## src/rtl/wb_slave_mem.sv

```systemverilog
// rtl/wb_slave_mem.sv - Wishbone classic single-access slave with word-organised data memory
//
// Wishbone classic slave backed by DEPTH_WORDS x 32-bit storage.
// Each request gets a fixed number of wait states before its response.
// Writes honour the byte-lane enables.
// A misaligned or out-of-window address terminates with wb_err_o instead of wb_ack_o.
//
// Ports:
//   clk       rising-edge clock
//   reset     asynchronous active-low reset
//   wb_cyc_i  bus cycle in progress; low during a wait state aborts the access
//   wb_stb_i  strobe; request valid when wb_cyc_i & wb_stb_i
//   wb_we_i   1 = write, 0 = read
//   wb_adr_i  byte address
//   wb_dat_i  write data
//   wb_sel_i  byte-lane enables, bit k covers bits [8k+7:8k]
//   wb_dat_o  read data, held between reads
//   wb_ack_o  one-cycle successful termination
//   wb_err_o  one-cycle error termination

module wb_slave_mem #(
    parameter int          DEPTH_WORDS = 64,
    parameter logic [31:0] BASE_ADDR   = 32'h0000_0000,
    parameter int          WAIT_STATES = 1
) (
    input  logic        clk,
    input  logic        reset,
    input  logic        wb_cyc_i,
    input  logic        wb_stb_i,
    input  logic        wb_we_i,
    input  logic [31:0] wb_adr_i,
    input  logic [31:0] wb_dat_i,
    input  logic [3:0]  wb_sel_i,
    output logic [31:0] wb_dat_o,
    output logic        wb_ack_o,
    output logic        wb_err_o
);

    localparam int IDX_W = $clog2(DEPTH_WORDS);

    typedef enum logic [1:0] {S_IDLE, S_WAIT, S_RESP} state_t;

    state_t            state;
    logic [3:0]        wait_cnt;
    logic [IDX_W-1:0]  idx_q;
    logic              we_q;
    logic [3:0]        sel_q;
    logic [31:0]       dat_q;
    logic              fault_q;
    logic [31:0]       mem [DEPTH_WORDS];

    logic              req;
    logic [31:0]       off;
    logic [IDX_W-1:0]  idx_in;
    logic              fault_in;
    logic              commit;
    logic              c_fault;
    logic              c_we;
    logic [3:0]        c_sel;
    logic [31:0]       c_dat;
    logic [IDX_W-1:0]  c_idx;

    // Decode the live bus request. The commit source is the live bus when a
    // zero-wait request commits straight from IDLE. Otherwise it is the
    // request latched at sample time.
    always_comb begin
        req      = wb_cyc_i & wb_stb_i;
        off      = wb_adr_i - BASE_ADDR;
        idx_in   = off[IDX_W+1:2];
        fault_in = (wb_adr_i[1:0] != 2'b00)
                || (wb_adr_i < BASE_ADDR)
                || ((off >> 2) >= 32'(DEPTH_WORDS));

        if (state == S_IDLE) begin
            c_fault = fault_in;
            c_we    = wb_we_i;
            c_sel   = wb_sel_i;
            c_dat   = wb_dat_i;
            c_idx   = idx_in;
        end else begin
            c_fault = fault_q;
            c_we    = we_q;
            c_sel   = sel_q;
            c_dat   = dat_q;
            c_idx   = idx_q;
        end

        commit = 1'b0;
        if (state == S_IDLE) begin
            commit = req && (WAIT_STATES == 0);
        end else if (state == S_WAIT) begin
            // Dropping cyc on the commit edge counts as an abort.
            commit = wb_cyc_i && (wait_cnt == 4'd0);
        end
    end

    // The storage array is written here so that an asserted reset also
    // suppresses any commit. The reset branch leaves the array alone, so
    // memory contents survive reset.
    always_ff @(posedge clk or negedge reset) begin
        if (!reset) begin
            state    <= S_IDLE;
            wait_cnt <= 4'd0;
            idx_q    <= '0;
            we_q     <= 1'b0;
            sel_q    <= 4'd0;
            dat_q    <= 32'd0;
            fault_q  <= 1'b0;
            wb_dat_o <= 32'd0;
            wb_ack_o <= 1'b0;
            wb_err_o <= 1'b0;
        end else begin
            wb_ack_o <= 1'b0;
            wb_err_o <= 1'b0;

            case (state)
                S_IDLE: begin
                    if (req) begin
                        idx_q   <= idx_in;
                        we_q    <= wb_we_i;
                        sel_q   <= wb_sel_i;
                        dat_q   <= wb_dat_i;
                        fault_q <= fault_in;
                        if (WAIT_STATES == 0) begin
                            state <= S_RESP;
                        end else begin
                            state    <= S_WAIT;
                            wait_cnt <= 4'(WAIT_STATES - 1);
                        end
                    end
                end
                S_WAIT: begin
                    if (!wb_cyc_i) begin
                        state <= S_IDLE;
                    end else if (wait_cnt == 4'd0) begin
                        state <= S_RESP;
                    end else begin
                        wait_cnt <= wait_cnt - 4'd1;
                    end
                end
                S_RESP: begin
                    state <= S_IDLE;
                end
                default: begin
                    state <= S_IDLE;
                end
            endcase

            if (commit) begin
                wb_err_o <= c_fault;
                wb_ack_o <= !c_fault;
                if (!c_fault) begin
                    if (c_we) begin
                        for (int k = 0; k < 4; k++) begin
                            if (c_sel[k]) begin
                                mem[c_idx][8*k +: 8] <= c_dat[8*k +: 8];
                            end
                        end
                    end else begin
                        wb_dat_o <= mem[c_idx];
                    end
                end
            end
        end
    end

endmodule

```

## config.mk

```make
export PLATFORM = sky130hd
export DESIGN_NAME = wb_slave_mem
export DESIGN_NICKNAME = d
export VERILOG_FILES = /design/src/rtl/wb_slave_mem.sv
export SDC_FILE = /design/constraint.sdc
export NUM_CORES = 2
export LEC_CHECK = 0
export CAP_MARGIN = 15
export CORE_MARGIN = 4
export CORE_UTILIZATION = 40
export CTS_BUF_LIST = sky130_fd_sc_hd__clkbuf_2 sky130_fd_sc_hd__clkbuf_4 sky130_fd_sc_hd__clkbuf_8
export CTS_CLUSTER_DIAMETER = 200
export DETAILED_ROUTE_END_ITERATION = 10
export PLACE_DENSITY = 0.58
export SYNTH_ARGS = -nofsm -noshare
export SYNTH_HDL_FRONTEND = slang
export SYNTH_SLANG_ARGS = --single-unit
export TNS_END_PERCENT = 50
```

## constraint.sdc

```tcl
create_clock -name clk -period 6.5 [get_ports clk]
set_input_delay 1.3 -clock clk [delete_from_list [all_inputs] [get_ports clk]]
set_output_delay 1.3 -clock clk [all_outputs]
set_load 0.03 [all_outputs]
```

==> impl_metrics.toml <==
[yosys]
async_flop_share_pct = 3.94
ys_seq_elements = 2132
synth_edf_count = 2048
syn-num-nets = 5363
yosysSeqAreaShare_pct = 76.3
synthesis.area_sq_mm = 0.0834
synthCells = 5288
synth.distinct_cells = 63
synth_area_per_cell_sq_um = 15.8
synth_ff_type = "edfxtp_1"
synth_warnings = 0

[global_route]
grtUsageTotal_pct = 23.9
grt_use_met1_pct = 32.3
use_met2_pct = 36.4
grt_max_degree = 101
antenna_found_initial = 23
grt_pass1_vias = 50500
grt_pass1_wl_mm = 373
use_met3_pct = 7.07
grt_overflow = 0
grt.busiest_layer = "met2"

[place]
gp_congestion = 0.846
io_buffers = 106
dp.final_hpwl_mm = 158
dpl-instance-area_sq_mm = 0.0901
post-place-ws_ns = 0.792
place_inst = 8232

[clock_network]
cts_resized = 0
cts_buffer_depth = 4
clock_latency_ns = 1.09
cts_tree = "done"
htree_levels = 5
cts_buffers = 359
ctsRootBufferMaster = "clkbuf_8"
clkSinkCount = 2132
path_clk_slew_ns = 0.06
cts_hold_buf = 0
postCtsSetupBuffers = 0

[hold_path]
hold_path.startpoint = "dat_q[2]"
hp-class = "flip-flop to flip-flop"
timing.hold.worst_path_depth = 2
hold_end = "dat_q[2]"

[floorplan]
die_h_um = 465
ios = 107
die_area_sq_mm = 0.216
start_util_pct = 40.2
num_rows = 167
die_x_um = 465
coreArea_sq_mm = 0.207

[sta]
worst_slack_ns = 1.72
timing.final.crit_share_pct = 73.5
drv_slew = 0
period_minus_slack_ns = 4.78
grt_setup_unrepaired = "false"
setup_viol = 0
hold_viol = 0
fmax_mhz = 209
worst_pin_slew_ns = 1.23
skew_ns = 0.0839
tns_ns = 0
max_slew_margin_pct = 18.0

[critical_path]
regToRegSetupSlack_ns = 2.07
path_depth = 11
reg2regPathDepth = 10
endpoint_kind = "flip-flop"
r2r_start = "state[0]"
slowest_stage = "or3b_1"
critPathMaxStageDelay_ns = 0.80
worst-path-max-fanout = 33
crit_required_ns = 7.43
path_delay_family = "simple AND/OR/NAND/NOR gates"
path_common_cell = "buf_12"
crit_arrival_ns = 5.71
cp-start-kind = "input pin"
worstPathBufferInverterCount = 4
critPathKind = "input pin to flip-flop"
r2r_end = "wb_dat_o[11]"
cp_cell_sequence = "clkdlybuf4s50_1 -> or3b_1 -> nand2_8 -> buf_12 -> buf_12 -> buf_4 -> mux2i_1 -> o22ai_1 -> o21ai_0 -> o2111ai_1 -> o31a_1"

[run_status]
status = "finished clean"

[final_layout]
nFillCells = 18100
fin_cells = 8862
drive_above_1_share_pct = 17.6
multi_input_area_sq_mm = 0.0185
design_area_sq_mm = 0.0970
nets = 5881
seqCellArea_sq_mm = 0.0636
synthToLayoutAreaGrowth_pct = 16.3
mostFrequentLayoutCell = "edfxtp_1"
layout_common_cells = "edfxtp_1 (2,048), mux2i_1 (619), nand2_1 (505), clkbuf_8 (383), buf_4 (381)"

[routing]
drt_wl_total_mm = 264
num_vias = 51700
drc = 0
first_iter_violations = 6729
ant_nets = 0
via_per_inst = 5.84
avgRoutedWirePerCell_um = 29.8
drt_pass1_iterations = 8

[power_and_ir_drop]
p_per_area_mw_per_mm2 = 313
leakage_nw = 32.7
vdd_drop_max_v = 0.000234

[run]
cap_violations = 0
## metrics by stage
stage / hold WS, ns / power (mW) / utilization (%)
after floorplan: 0.445 / 17.5 / -
after global placement: 0.457 / 18.9 / 43.4
after detailed placement: 0.462 / 19.0 / 43.5
after CTS: 0.471 / 30.5 / 46.8
after global routing: 0.483 / 31.3 / 46.8
final: 0.473 / 30.4 / 46.8
## layout make-up
| class | count | area share [%] |
|---|---|---|
| flip-flops and latches | 2132 | 65.6 |
| multi-input cells | 2795 | 19.1 |
| clock buffers | 514 | 6.45 |
| repair buffers | 513 | 4.57 |
| well taps | 2788 | 3.60 |
| clock inverters | 106 | 0.649 |
| diodes | 9 | 0.0232 |
| inverters | 5 | 0.0194 |
## synthesized netlist by cell type (38+ instances only)
master    instances  area (sq um)
buf_4            38           285
clkbuf_1        187           702
a22oi_1         186          1400
o22ai_1         287          1800
edfxtp_1       2048         61500
buf_2            96           480
a31oi_1          38           238
dfrtp_1          84          2100
nand3_1          71           355
nand4_1          44           275
mux2i_1         619          6200
a21oi_1          55           275
nand2_1         551          2070
nor2_1          134           503
nor3_1          203          1020
o21ai_0         342          1710
## cells by family after synthesis
| group | after synthesis | share of synthesized area, % |
|---|---|---|
| and+or+nand+nor | 1077 | 5.73 |
| AOI/OAI and AO/OA | 1088 | 8.38 |
| muxes | 626 | 7.52 |
| adders and majority gates | 2 | 0.0300 |
| DFF | 2132 | 76.3 |
| xor gates and xnor gates | 2 | 0.0210 |
| buffers and inverters | 361 | 2.06 |
## sequential cells by signal, indices dropped and copies added (netlist names)
name / count
we_q: 1
wb_dat_o: 32
mem: 2048
wb_err_o: 1
sel_q: 4
fault_q: 1
idx_q: 6
wait_cnt: 4
wb_ack_o: 1
dat_q: 32
state: 2
## metal layers
| layer | vias to the layer above | wire length (um) |
|---|---|---|
| met5 | - | 70 |
| met4 | 10 | 10900 |
| met3 | 581 | 29400 |
| met2 | 3034 | 119000 |
| met1 | 26200 | 105000 |
| li1 | 21900 | - |
## report_power, final
group / switching [mW] / internal [mW] / total (mW)
Combinational: 2.29 / 0.900 / 3.19
Sequential: 0.109 / 15.4 / 15.5
Clock: 5.25 / 6.39 / 11.6
## worst max-delay path by stage
stage / to / slack [ns] / from
after global routing: wb_dat_o[11] / 1.75 / wb_adr_i[2]
after detailed placement: wb_dat_o[18] / 0.79 / wb_adr_i[2]
after CTS: wb_dat_o[12] / 1.94 / wb_adr_i[2]
after global placement: wb_dat_o[18] / 0.87 / wb_adr_i[2]
final: wb_dat_o[11] / 1.72 / wb_adr_i[2]
after floorplan: mem[17][0] / 2.70 / wb_adr_i[2]
## worst min-delay path, cell delays in order, from the launching register on
cell	delay (ns)
dfrtp_1	0.34
nand2_1	0.05
nand2_1	0.05
No activity file was read; power rests on OpenSTA's default activity.
